`config.mk`:
```
export PLATFORM = sky130hd
export DESIGN_NAME = matmul_stream_engine
export DESIGN_NICKNAME = d
export VERILOG_FILES = /design/src/rtl/matmul_pkg.sv /design/src/rtl/mac_unit.sv /design/src/rtl/matmul_stream_engine.sv
export SDC_FILE = /design/constraint.sdc
export NUM_CORES = 1
export LEC_CHECK = 0
export BUFFER_PORTS_ARGS = -buffer_cell sky130_fd_sc_hd__buf_2
export CAP_MARGIN = 20
export CORE_ASPECT_RATIO = 1.5
export CORE_MARGIN = 3
export CORE_UTILIZATION = 49
export CTS_CLUSTER_SIZE = 28
export DETAILED_ROUTE_END_ITERATION = 8
export PLACE_DENSITY = 0.7
export SYNTH_ARGS = -nofsm -noshare
export SYNTH_HDL_FRONTEND = slang
export SYNTH_SLANG_ARGS = --single-unit
```
`constraint.sdc`:
```
create_clock -name bclk -period 7.3 [get_ports bclk]
set_clock_uncertainty 0.05 [all_clocks]
set_input_delay 0.365 -clock bclk [delete_from_list [all_inputs] [get_ports bclk]]
set_output_delay 0.365 -clock bclk [all_outputs]
set_load 0.03 [all_outputs]
```
`src/rtl/matmul_pkg.sv`:
```
// Shared definitions for the byte-stream matrix multiplier: FSM state codes,
// error byte, and derivation of accumulator width and bytes sent per element.
// No logic here; consumed by matmul_stream_engine and mac_unit.
package matmul_pkg;

    // Session FSM state codes.
    localparam logic [2:0] ST_IDLE    = 3'd0;
    localparam logic [2:0] ST_RX_A    = 3'd1;
    localparam logic [2:0] ST_RX_B    = 3'd2;
    localparam logic [2:0] ST_MAC     = 3'd3;
    localparam logic [2:0] ST_SEND    = 3'd4;
    localparam logic [2:0] ST_TX_WAIT = 3'd5;
    localparam logic [2:0] ST_ERR     = 3'd6;

    // Byte reported in place of a result when the size byte is out of range.
    localparam logic [7:0] ERR_CODE_DEF = 8'hEE;

    // A dot product of max_n unsigned dw-bit pairs needs 2*dw + clog2(max_n)
    // bits, so the accumulator can never overflow.
    function automatic int calc_accw(input int dw, input int max_n);
        return 2 * dw + $clog2(max_n);
    endfunction

    // Whole bytes needed to ship one accumulator value, zero-extended.
    function automatic int calc_acc_bytes(input int accw);
        return (accw + 7) / 8;
    endfunction

endpackage

```
`src/rtl/mac_unit.sv`:
```
// Sequential multiply-accumulate: acc += a*b on en, synchronous clear on clr.
// Latency: the running sum is registered; sum shows acc + a*b combinationally.
// No backpressure: the caller decides when to enable or clear.
module mac_unit
    import matmul_pkg::*;
#(
    parameter int DW   = 8,
    parameter int ACCW = calc_accw(8, 4)
) (
    input  logic            bclk,
    input  logic            rst,
    input  logic            clr,
    input  logic            en,
    input  logic [DW-1:0]   a,
    input  logic [DW-1:0]   b,
    output logic [ACCW-1:0] sum
);

    logic [ACCW-1:0] acc;
    logic [ACCW-1:0] prod;

    // Full-width product; operands are unsigned so zero-extension is exact.
    assign prod = ACCW'(a) * ACCW'(b);

    // The value acc would take on this cycle's enable, also used by the
    // caller to capture the final dot product without an extra cycle.
    assign sum = acc + prod;

    // Accumulator register; clear wins over enable so the caller can close
    // one dot product and start the next from zero on the same edge.
    always_ff @(posedge bclk or posedge rst) begin
        if (rst) begin
            acc <= '0;
        end else if (clr) begin
            acc <= '0;
        end else if (en) begin
            acc <= sum;
        end
    end

endmodule

```
`src/rtl/matmul_stream_engine.sv`:
```
// Receives N, A and B over a byte stream, computes C = A*B with one MAC,
// streams each C element MSB-first. First tx_start N+1 cycles after last B byte.
// Transmit side waits on tx_busy; bytes arriving while not receiving are dropped.
module matmul_stream_engine
    import matmul_pkg::*;
#(
    parameter int         MAX_N    = 4,
    parameter int         DW       = 8,
    parameter logic [7:0] ERR_CODE = ERR_CODE_DEF
) (
    input  logic       bclk,
    input  logic       rst,
    input  logic [7:0] rx_data,
    input  logic       rx_valid,
    input  logic       tx_busy,
    output logic [7:0] tx_data,
    output logic       tx_start,
    output logic       busy,
    output logic       done,
    output logic       err,
    output logic       overrun
);

    localparam int ACCW      = calc_accw(DW, MAX_N);
    localparam int ACC_BYTES = calc_acc_bytes(ACCW);
    localparam int SHW       = ACC_BYTES * 8;
    // Counters i/j/k and the size itself must be able to hold MAX_N.
    localparam int CW        = $clog2(MAX_N + 1);
    // Linear index arithmetic must be able to hold MAX_N*MAX_N.
    localparam int NW        = $clog2(MAX_N * MAX_N + 1);
    // Storage address width; the arrays are sized to a power of two so any
    // address value is in range.
    localparam int AW        = (MAX_N > 1) ? $clog2(MAX_N * MAX_N) : 1;
    localparam int DEPTH     = 1 << AW;
    localparam int BW        = (ACC_BYTES > 1) ? $clog2(ACC_BYTES) : 1;

    logic [2:0]      state;
    logic [CW-1:0]   n;
    logic [CW-1:0]   i;
    logic [CW-1:0]   j;
    logic [CW-1:0]   k;
    logic [AW-1:0]   idx;
    logic [BW-1:0]   bcnt;
    logic [SHW-1:0]  sh;
    logic            tw_first;
    logic            err_tx;
    logic [7:0]      tx_hold;

    logic [DW-1:0]   mat_a [DEPTH];
    logic [DW-1:0]   mat_b [DEPTH];

    logic [NW-1:0]   nn;
    logic [NW-1:0]   a_lin;
    logic [NW-1:0]   b_lin;
    logic [AW-1:0]   a_addr;
    logic [AW-1:0]   b_addr;
    logic            size_ok;
    logic            idx_last;
    logic            k_last;
    logic            j_last;
    logic            i_last;
    logic            byte_last;
    logic            rx_drop;
    logic            mac_clr;
    logic            mac_en;
    logic [ACCW-1:0] acc_sum;
    logic [7:0]      cur_byte;

    // ------------------------------------------------------------------
    // Index and end-of-range decode
    // ------------------------------------------------------------------
    assign nn        = NW'(n) * NW'(n);
    assign a_lin     = NW'(i) * NW'(n) + NW'(k);
    assign b_lin     = NW'(k) * NW'(n) + NW'(j);
    assign a_addr    = AW'(a_lin);
    assign b_addr    = AW'(b_lin);

    assign size_ok   = (rx_data != 8'd0) && (32'(rx_data) <= 32'(MAX_N));
    assign idx_last  = (NW'(idx) == nn - NW'(1));
    assign k_last    = (k == n - CW'(1));
    assign j_last    = (j == n - CW'(1));
    assign i_last    = (i == n - CW'(1));
    assign byte_last = (bcnt == BW'(ACC_BYTES - 1));

    // Any state that is not waiting for input bytes loses them.
    assign rx_drop   = (state == ST_MAC) || (state == ST_SEND) ||
                       (state == ST_TX_WAIT) || (state == ST_ERR);

    // ------------------------------------------------------------------
    // Multiply-accumulate
    // ------------------------------------------------------------------
    // Clear when the operands are complete (fresh session) and when each dot
    // product closes, so every element starts from zero.
    assign mac_en  = (state == ST_MAC);
    assign mac_clr = ((state == ST_RX_B) && rx_valid && idx_last) ||
                     ((state == ST_MAC) && k_last);

    mac_unit #(
        .DW   (DW),
        .ACCW (ACCW)
    ) u_mac (
        .bclk (bclk),
        .rst  (rst),
        .clr  (mac_clr),
        .en   (mac_en),
        .a    (mat_a[a_addr]),
        .b    (mat_b[b_addr]),
        .sum  (acc_sum)
    );

    // ------------------------------------------------------------------
    // Transmit handshake and status outputs
    // ------------------------------------------------------------------
    assign cur_byte = (state == ST_ERR) ? ERR_CODE : sh[SHW-1 -: 8];
    assign tx_start = ((state == ST_SEND) || (state == ST_ERR)) && !tx_busy;
    // Show the new byte in the start cycle itself, otherwise hold the last
    // one so tx_data only ever changes together with tx_start.
    assign tx_data  = tx_start ? cur_byte : tx_hold;

    // done marks the cycle the transmitter releases after the final C byte;
    // busy drops in that same cycle so the next session can follow directly.
    assign done = (state == ST_TX_WAIT) && !tw_first && !tx_busy && !err_tx &&
                  byte_last && i_last && j_last;
    assign busy = (state != ST_IDLE) && !done;

    // Remember the byte handed to the transmitter.
    always_ff @(posedge bclk or posedge rst) begin
        if (rst) begin
            tx_hold <= 8'd0;
        end else if (tx_start) begin
            tx_hold <= cur_byte;
        end
    end

    // Sticky flags: a good size byte clears both, a bad one raises err,
    // bytes arriving during compute/transmit raise overrun.
    always_ff @(posedge bclk or posedge rst) begin
        if (rst) begin
            err     <= 1'b0;
            overrun <= 1'b0;
        end else if ((state == ST_IDLE) && rx_valid) begin
            if (size_ok) begin
                err     <= 1'b0;
                overrun <= 1'b0;
            end else begin
                err <= 1'b1;
            end
        end else if (rx_valid && rx_drop) begin
            overrun <= 1'b1;
        end
    end

    // ------------------------------------------------------------------
    // Operand storage (contents beyond N*N are never read)
    // ------------------------------------------------------------------
    // Capture A and B bytes in row-major order.
    always_ff @(posedge bclk) begin
        if ((state == ST_RX_A) && rx_valid) begin
            mat_a[idx] <= rx_data[DW-1:0];
        end
        if ((state == ST_RX_B) && rx_valid) begin
            mat_b[idx] <= rx_data[DW-1:0];
        end
    end

    // ------------------------------------------------------------------
    // Session FSM and counters
    // ------------------------------------------------------------------
    // Walks receive -> (MAC -> SEND/TX_WAIT per byte) per element -> IDLE.
    always_ff @(posedge bclk or posedge rst) begin
        if (rst) begin
            state    <= ST_IDLE;
            n        <= '0;
            i        <= '0;
            j        <= '0;
            k        <= '0;
            idx      <= '0;
            bcnt     <= '0;
            sh       <= '0;
            tw_first <= 1'b0;
            err_tx   <= 1'b0;
        end else begin
            case (state)
                ST_IDLE: begin
                    if (rx_valid) begin
                        if (size_ok) begin
                            n     <= CW'(rx_data);
                            idx   <= '0;
                            state <= ST_RX_A;
                        end else begin
                            state <= ST_ERR;
                        end
                    end
                end
                ST_RX_A: begin
                    if (rx_valid) begin
                        if (idx_last) begin
                            idx   <= '0;
                            state <= ST_RX_B;
                        end else begin
                            idx <= idx + AW'(1);
                        end
                    end
                end
                ST_RX_B: begin
                    if (rx_valid) begin
                        if (idx_last) begin
                            idx   <= '0;
                            i     <= '0;
                            j     <= '0;
                            k     <= '0;
                            state <= ST_MAC;
                        end else begin
                            idx <= idx + AW'(1);
                        end
                    end
                end
                ST_MAC: begin
                    // The last product is folded in via sum, so the element
                    // is ready to ship right after its N-th MAC cycle.
                    if (k_last) begin
                        sh    <= SHW'(acc_sum);
                        bcnt  <= '0;
                        k     <= '0;
                        state <= ST_SEND;
                    end else begin
                        k <= k + CW'(1);
                    end
                end
                ST_SEND: begin
                    if (!tx_busy) begin
                        tw_first <= 1'b1;
                        state    <= ST_TX_WAIT;
                    end
                end
                ST_ERR: begin
                    if (!tx_busy) begin
                        tw_first <= 1'b1;
                        err_tx   <= 1'b1;
                        state    <= ST_TX_WAIT;
                    end
                end
                ST_TX_WAIT: begin
                    // The transmitter may not raise tx_busy until the cycle
                    // after tx_start, so that first cycle is skipped.
                    if (tw_first) begin
                        tw_first <= 1'b0;
                    end else if (!tx_busy) begin
                        if (err_tx) begin
                            err_tx <= 1'b0;
                            state  <= ST_IDLE;
                        end else if (!byte_last) begin
                            bcnt  <= bcnt + BW'(1);
                            sh    <= sh << 8;
                            state <= ST_SEND;
                        end else if (i_last && j_last) begin
                            i     <= '0;
                            j     <= '0;
                            state <= ST_IDLE;
                        end else begin
                            if (j_last) begin
                                j <= '0;
                                i <= i + CW'(1);
                            end else begin
                                j <= j + CW'(1);
                            end
                            state <= ST_MAC;
                        end
                    end
                end
                default: begin
                    state <= ST_IDLE;
                end
            endcase
        end
    end

endmodule

```
* Word level (Yosys, flattened, before mapping)
Memories as Yosys holds them, arrays and structs flattened.
Index checks and enable logic that the tools add are counted.
** Storage, ports and cells
- Register bits :: 75
- Bits in writable memories :: 256
- Input port bits :: 12
- Output and inout port bits :: 13
- Logic and storage cells :: 173
- Memories :: 2
** Memories
- mat_a :: depth 16, bits a word 8, read ports 1, clocked after Yosys merged registers in 0, write ports 1, RTL line matmul_stream_engine.sv:49 : logic [DW-1:0] mat_a [DEPTH];
- mat_b :: depth 16, bits a word 8, read ports 1, clocked after Yosys merged registers in 0, write ports 1, RTL line matmul_stream_engine.sv:50 : logic [DW-1:0] mat_b [DEPTH];
** Operators by class
- Add/subtract/negate cells :: 10
- Multiply operators :: 4
- $lt $le $gt $ge :: 1
- Equality and inequality tests :: 28
- Muxes and demuxes :: 66
- Reductions and logical operators :: 48
** Operators with widths (count)
- 2-to-1 mux 24 bit :: 5
- 2-to-1 mux 3 bit :: 27
- one-hot mux 24 bit (2 select lines) :: 1
- 2-to-1 mux 18 bit :: 2
- != test 2 bit (second input constant) :: 15
- adder 18 x 16 -> 18 bit :: 1
- one-hot mux 3 bit (2 select lines) :: 3
- one-hot mux 3 bit (6 select lines) :: 1
- logical AND 1 bit :: 16
- multiplier 8 x 8 -> 16 bit :: 1
- 2-to-1 mux 4 bit :: 4
- 2-to-1 mux 8 bit :: 2
- nonzero test 2 bit :: 8
- 2-to-1 mux 2 bit :: 6
- 2-to-1 mux 1 bit :: 11
- adder 3 x 1 -> 3 bit (second input constant) :: 3
- == test 3 bit :: 3
- == test 3 bit (second input constant) :: 3
- AND reduction 9 bit :: 1
- adder 4 x 3 -> 4 bit :: 2
- <= comparator 8 x 3 -> 1 bit (second input constant) :: 1
- multiplier 3 x 3 -> 4 bit :: 2
- one-hot mux 4 bit (2 select lines) :: 1
- AND reduction 4 bit :: 2
- other kinds (24) :: 36

* Logic depth before layout (Yosys ltp)
Gate-level depths: netlist (run 1).
- Word-level depth :: 9
- Depth in mapped cells :: 29

* By module
From an unflattened synthesis (run 1), not the netlist that was laid out.
** Second synthesis, totals
- Cell total of the unflattened synthesis :: 1184
- Area total of the unflattened synthesis :: 16926.2 um^2
** Modules (own cells, without submodules)
- matmul_stream_engine :: times used 1, cells each 774, area each 13386.6 um^2, seq. area each 9113.7 um^2
- mac_unit :: times used 1, cells each 410, area each 3539.6 um^2, seq. area each 450.4 um^2

* Worst setup path before layout (run 1)
OpenSTA, ideal clock, no wires.
- Kind :: flip-flop to flip-flop
- Start :: register n[1]
- End :: register u_mac.acc[17]
- Library setup time :: 0.121 ns
- Data arrival time :: 7.426 ns
- Setup slack :: -0.297 ns
- Stages on the path, launching flop included :: 28
- Buffers on the path :: 1
- Cell sequence :: dfrtp_1 -> clkbuf_1 -> nand2_1 -> fa_1 -> inv_1 -> fa_1 -> inv_1 -> fa_1 -> xnor2_1 -> xnor2_2 -> xnor2_4 -> mux4_2 -> nand2_1 -> fa_1 -> fa_1 -> inv_1 -> fa_1 -> inv_1 -> fa_1 -> inv_1 -> ha_1 -> a21o_1 -> a21oi_1 -> nand2_1 -> a311oi_1 -> xnor2_1 -> o21bai_1 -> a22o_1
** On the way
- Word-level cells in the longest chain between the ends :: 7
- Elaborated cells on any way between the ends :: 19
- Those cells by class :: add/sub (5); mul (4); eq/ne (2); mux (2); reduce/logical (4); memory (2)
** RTL lines
- start, declared :: RTL line matmul_stream_engine.sv:38 : logic [CW-1:0] n;
- start signal, assigned :: RTL line matmul_stream_engine.sv:187 : n <= CW'(rx_data);
- multiplier 3 x 3 -> 4 bit, on equally long branches :: RTL line matmul_stream_engine.sv:73, matmul_stream_engine.sv:74
- adder 4 x 3 -> 4 bit, on equally long branches :: RTL line matmul_stream_engine.sv:73, matmul_stream_engine.sv:74
- memory read (16 x 8 bit), on equally long branches
- multiplier 8 x 8 -> 16 bit :: RTL line mac_unit.sv:23 : assign prod = ACCW'(a) * ACCW'(b);
- adder 18 x 16 -> 18 bit :: RTL line mac_unit.sv:27 : assign sum = acc + prod;
- 2-to-1 mux 18 bit :: RTL line mac_unit.sv:36 : end else if (en) begin
- 2-to-1 mux 18 bit :: RTL line mac_unit.sv:34 : end else if (clr) begin
- end signal, assigned :: RTL line mac_unit.sv:37 : acc <= sum;
- end, declared :: RTL line mac_unit.sv:19 : logic [ACCW-1:0] acc;
Several ways; a longest one is shown, not always the timed one. The select of a mux whose other input is x is not followed.
A chain may end at the register's enable or synchronous reset.

* Worst setup path in the final report (run 1)
- Start :: register n[2]
- End :: register u_mac.acc[17]
The elaborated chain is that of the path after synthesis.

==> flow_summary.json, run 1 <==
{
  "io_buffers": 24,
  "grt.overflow.total": 0,
  "gr-usage-all-layers_pct": 20.3,
  "synth-edff-count": 256,
  "cts.sinks": 331,
  "critPathRequiredTime_ns": 7.70,
  "yosys.area.top_type": "edfxtp_1",
  "via_per_inst": 5.61,
  "slew_violations": 0,
  "cts_buffers": 29,
  "path_class": "register to register",
  "cts_tree": "done",
  "crit_path_end_kind": "register",
  "drive_gt1_share_pct": 23.4,
  "fmax_ghz": 0.136,
  "syn_to_final_growth_pct": 13.8,
  "routedWlPerCell_um": 21.4,
  "rsz0062_at_grt": "yes",
  "synth_ff_type": "edfxtp_1",
  "worstMarginPinSlew_ns": 1.07,
  "fin_ws_ns": -0.0633,
  "grt_max_degree": 76,
  "clkTransAtPathRegs_ns": 0.07,
  "violations": "setup timing",
  "antenna_left": 0,
  "rows": 82,
  "num_vias": 9436,
  "dp_hpwl_mm": 25.3,
  "synth_area_per_cell_um2": 14.3,
  "hold_viol": 0,
  "die_y_um": 232,
  "clkLatencyLatePin_ns": 0.58,
  "route.detailed.drc": 0,
  "hold_buffers": 0,
  "yosys_warnings": 0,
  "syn_area_mm2": 0.0167,
  "period_minus_slack_ns": 7.36,
  "min_period_over_period_pct": 101,
  "first_pass_iters": 5,
  "grt_pass1_wl_mm": 56.6,
  "fin_nets": 1371,
  "status": "finished with violations",
  "start_util_pct": 49.9,
  "crit_fanout": 8,
  "synth_top_cell_area_share_pct": 46.1,
  "coreArea_mm2": 0.0334,
  "die-area_mm2": 0.0363,
  "startpoint_type": "register",
  "max_cap_violations": 0,
  "grt_pass1_vias": 9919,
  "drt_iter0_drc": 666,
  "fill_cells": 2591,
  "slew_headroom_pct": 28.4,
  "routabilityCongestion": 0.944,
  "cts_root_buffer": "clkbuf_16",
  "hp-class": "input port to asynchronous set/reset pin",
  "antenna_found_initial": 0,
  "seq_area_frac_synth_pct": 57.4,
  "ys_ff_latch": 331,
  "cp.arrival_ns": 7.76,
  "synth.area.top_cells": "edfxtp_1 (46%), dfrtp_1 (11%), mux4_2 (11%), fa_1 (6.7%), ha_1 (4.7%)",
  "ioPinCount": 25,
  "htreeDepth": 1,
  "synthCells": 1166,
  "routed_wirelength_mm": 36.1,
  "final-setup-viol-count": 2,
  "postLayoutCoreUtil_pct": 56.7,
  "synthDistinctLibCells": 64,
  "synthArstFlopShare_pct": 22.7,
  "fp.dieW_um": 157,
  "clk_path_buf_depth": 3,
  "syn_nets": 1296,
  "diodes": 0
}
## sequential cells by signal, indices dropped and copies added (netlist names)
| register | count |
|---|---|
| i | 3 |
| state | 3 |
| overrun | 1 |
| idx | 4 |
| bcnt | 2 |
| tx_hold | 8 |
| n | 3 |
| err | 1 |
| err_tx | 1 |
| j | 3 |
| k | 3 |
| sh | 24 |
| mat_a | 128 |
| mat_b | 128 |
| u_mac.acc | 18 |
| tw_first | 1 |
## synth_stat cells (all sizes together) (3+ instances only)
| cell | instances |
|---|---|
| mux4 | 80 |
| a22o | 18 |
| xor2 | 15 |
| a21o | 13 |
| buf | 24 |
| and2 | 39 |
| ha | 62 |
| nor3 | 12 |
| nor2 | 76 |
| mux2i | 5 |
| o21ai | 42 |
| mux2 | 3 |
| o21a | 3 |
| a31oi | 3 |
| edfxtp | 256 |
| nand2b | 9 |
| nand3b | 4 |
| xnor2 | 16 |
| or3b | 3 |
| inv | 119 |
| fa | 56 |
| clkbuf | 22 |
| nand2 | 115 |
| o31ai | 7 |
| a21oi | 30 |
| a211oi | 3 |
| nor2b | 6 |
| nand3 | 18 |
| dfrtp | 75 |
## stage by stage
step	hold WS, ns	area [um^2]	cells	setup WS, ns	TNS, ns
after floorplan	0.400	16700	1166	0.00724	0
after global placement	0.413	17600	1618	-0.0756	-0.288
after detailed placement	0.421	17600	1618	-0.198	-1.35
after CTS	0.0471	18700	1675	-0.0326	-0.0326
after global routing	0.116	19000	1683	-0.288	-2.61
final	0.0308	19000	1683	-0.0633	-0.0817
## layout make-up
type                            instances  area [um^2]  area share [%]
Tap cell                              420          526            2.77
Multi-Input combinational cell        670         6760            35.6
Timing Repair Buffer                   90          717            3.78
Inverter                              119          448            2.36
Clock inverter                         12          136           0.719
Sequential cell                       331         9570            50.4
Clock buffer                           41          821            4.33
## cells by family after synthesis
logic type	after synthesis	synth area share, %
mux	88	11.3
buf+inv	165	3.92
simple gates	297	8.43
xor+xnor	31	2.24
compound gates	136	5.37
fa+ha+maj	118	11.4
flops	331	57.4
## critical path, cell delays in order (launching register included)
cell	delay [ns]
dfrtp_1	0.41
buf_4	0.14
nand2_1	0.06
fa_1	0.47
inv_1	0.05
fa_1	0.47
inv_1	0.06
fa_2	0.35
xnor2_2	0.16
xnor2_2	0.26
xnor2_4	0.15
buf_12	0.16
mux4_2	0.59
and2_4	0.20
fa_1	0.50
fa_1	0.50
inv_1	0.05
fa_1	0.46
fa_1	0.49
inv_1	0.06
ha_4	0.23
a21oi_2	0.15
nand2_1	0.11
a31o_2	0.28
a311oi_4	0.30
xnor2_2	0.18
o21bai_1	0.12
a22o_1	0.24
## layout by cell type, fill, tap and decap left out, types with 6 or more instances in the layout
cell type and n:
a21o_1 13, a21oi_1 24, a21oi_2 6, a22o_1 18, and2_1 29, and2_4 10, buf_12 6, buf_2 24
buf_4 53, buf_6 7, clkbuf_16 30, dfrtp_1 74, edfxtp_1 256, fa_1 52, ha_1 52, ha_4 6
inv_1 114, mux4_2 80, nand2_1 109, nand2_2 6, nand2b_1 9, nand3_1 17, nor2_1 74, nor3_1 11
o21ai_0 34, o21ai_1 7, xnor2_2 8, xor2_1 11
## metal layers
layer	wire length [um]	global-route usage (%)	vias to the layer above
li1	-	-	4347
met1	13700	24.1	4837
met2	20000	38.2	184
met3	1230	2.33	68
met4	1080	6.21	0
met5	0	0	-
## what timing repair did
| action | in CTS | in global routing |
|---|---|---|
| gates resized for setup | 19 | 47 |
| buffers inserted | 4 | 8 |
| endpoints found under the setup margin | 14 | 18 |
| pin swaps | 24 | 26 |
## path summary, 6_finish.rpt
path                       startpoint            end  slack [ns]  depth (start not counted)
min reg2reg                    sh[21]         sh[21]        0.43                          2
max                              n[2]  u_mac.acc[17]       -0.06                         27
min                               rst            err        0.03                          3
max in group asynchronous         rst           n[1]        6.52                          3
max reg2reg                      n[2]  u_mac.acc[17]       -0.06                         27
min in group bclk            rx_valid        overrun        0.10                          3
Power of run 1 is left out: the tool's default activity adds up to more than one toggle a clock period on the data nets, which glitch-free logic cannot reach.
==> run 2: changes to the inputs <==
--- a/config.mk
+++ b/config.mk
@@ -12,7 +12,7 @@
 export CORE_UTILIZATION = 49
 export CTS_CLUSTER_SIZE = 28
 export DETAILED_ROUTE_END_ITERATION = 8
-export PLACE_DENSITY = 0.7
+export PLACE_DENSITY = 0.68
 export SYNTH_ARGS = -nofsm -noshare
 export SYNTH_HDL_FRONTEND = slang
 export SYNTH_SLANG_ARGS = --single-unit
==> constraint.sdc (replaced) <==
create_clock -name bclk -period 9.4 [get_ports bclk]
set_clock_uncertainty 0.05 [all_clocks]
set_input_delay 0.47 -clock bclk [delete_from_list [all_inputs] [get_ports bclk]]
set_output_delay 0.47 -clock bclk [all_outputs]
set_load 0.03 [all_outputs]
==> run 2 against run 1 <==
  * The flow now finishes without violations
  * Flip-flop and latch count did not move
  * Register-to-register slack improved by 1.4 ns
  * Non-clock buffer count fell by 57
  * Cell count fell by 3.4%
  * Highest routed layer unchanged
==> flow_summary.json, run 2 (synthesis results as in run 1) <==
{
  "cts_tree": "done",
  "worst_path_most_repeated_cell": "fa_1",
  "routedWlPerCell_um": 21.3,
  "cts.sinks": 331,
  "critPathRequiredTime_ns": 9.80,
  "post_cts_buffers": 0,
  "diodes": 0,
  "slew_headroom_pct": 33.7,
  "coreArea_mm2": 0.0334,
  "slowest_stage": "mux4_2",
  "min_period_over_period_pct": 85.3,
  "rows": 82,
  "clkLatencyLatePin_ns": 0.56,
  "layout_commonest_cell": "edfxtp_1",
  "dp_hpwl_mm": 24.6,
  "fp.dieW_um": 157,
  "fin_ws_ns": 1.38,
  "die_y_um": 232,
  "hp-class": "input port to asynchronous set/reset pin",
  "drt_iter0_drc": 579,
  "cts_root_buffer": "clkbuf_16",
  "worstMarginPinSlew_ns": 0.993,
  "fin_nets": 1314,
  "rrSetupSlack_ns": 1.38,
  "postLayoutCoreUtil_pct": 54.2,
  "drive_gt1_share_pct": 15.3,
  "crit_fanout": 16,
  "period_minus_slack_ns": 8.02,
  "fmax_ghz": 0.125,
  "grt_pass1_wl_mm": 54.5,
  "grt.overflow.total": 0,
  "io_buffers": 24,
  "antenna_left": 0,
  "cts_buffers": 29,
  "clkTransAtPathRegs_ns": 0.07,
  "cp.arrival_ns": 8.42,
  "grt_max_degree": 76,
  "cts_resized": 0,
  "path_class": "register to register",
  "max_cap_violations": 0,
  "dp_slack_ns": 1.35,
  "final_cell_mix": "edfxtp_1 (256), inv_1 (118), nand2_1 (115)",
  "status": "finished clean",
  "path_delay_family": "adder cells",
  "instances_no_fill": 1626,
  "htreeDepth": 1,
  "hold_viol": 0,
  "routabilityCongestion": 0.859,
  "clk_path_buf_depth": 3,
  "startpoint_type": "register",
  "start_util_pct": 49.9,
  "setup_tns_ns": 0,
  "antenna_found_initial": 0,
  "rsz0062_at_grt": "no",
  "routed_wirelength_mm": 34.7,
  "route.detailed.drc": 0,
  "cpPeakStageDelay_ns": 0.67,
  "hold_buffers": 0,
  "final-setup-viol-count": 0,
  "reg_top3": "mat_a x128, mat_b x128, sh x24",
  "place_inst": 1573,
  "syn_to_final_growth_pct": 8.81,
  "gr-usage-all-layers_pct": 19.7,
  "ioPinCount": 25,
  "num_vias": 9135,
  "crit_path_end_kind": "register",
  "grt_pass1_vias": 9586,
  "die-area_mm2": 0.0363,
  "slew_violations": 0,
  "worst-path-buf-inv": 5,
  "first_pass_iters": 5,
  "via_per_inst": 5.62
}
run 2: cell types whose count changed in the layout (fill, tap and decap cells not counted), moves of 7 or more:
| cell | before | now |
|---|---|---|
| buf_4 | 53 | 9 |
| and2_1 | 29 | 39 |
| buf_6 | 7 | 0 |
| ha_1 | 52 | 60 |
| and2_4 | 10 | 0 |
| o21ai_0 | 34 | 41 |
run 2: layer usage:
metal / global-route usage, % / vias to the layer above / share of wire [%] / wire, um
met5: 0 / - / 0 / 0
met3: 3.19 / 80 / 4.3 / 1490
met2: 35.1 / 190 / 53 / 18300
met4: 8.38 / 0 / 4.6 / 1600
li1: - / 4223 / - / -
met1: 23.4 / 4642 / 38 / 13300
run 2: worst paths after layout:
kind                       cells after the start  startpoint            end
max in group asynchronous                      3         rst  u_mac.acc[12]
setup reg to reg                              26        n[0]  u_mac.acc[17]
min in group bclk                              3    rx_valid        overrun
setup / recovery                              26        n[0]  u_mac.acc[17]
hold reg to reg                                2      sh[18]         sh[18]
hold / removal                                 3         rst       state[1]
run 2: through the flow:
stage,hold WS [ns],cell area [um^2]
floorplan,0.400,16700
global placement,0.412,17200
detailed placement,0.422,17200
CTS,0.172,18100
global route,0.208,18100
finish,0.144,18100
run 2: worst register-to-register path, stage by stage, from the launching register on:
cell	delay, ns
dfrtp_1	0.64
nand2_1	0.15
fa_1	0.55
inv_1	0.05
fa_1	0.49
inv_1	0.05
fa_1	0.40
xnor2_2	0.16
xnor2_2	0.18
xnor2_4	0.45
mux4_2	0.67
nand2_1	0.13
fa_1	0.45
fa_1	0.55
inv_1	0.05
fa_1	0.52
inv_1	0.05
fa_1	0.52
inv_1	0.04
ha_1	0.35
a21o_1	0.20
a21oi_1	0.18
nand2_1	0.13
a311oi_1	0.33
xnor2_1	0.22
o21bai_1	0.10
a22o_1	0.23
run 2: final cells by class:
cell class / instances / area (um^2)
well taps: 420 / 526
repair buffers: 33 / 188
clock inverters: 17 / 171
fillers: 2684 / 15300
flip-flops and latches: 331 / 9560
clock buffers: 36 / 786
multi-input cells: 670 / 6460
inverters: 119 / 448
Power of run 2 is left out for the same reason.
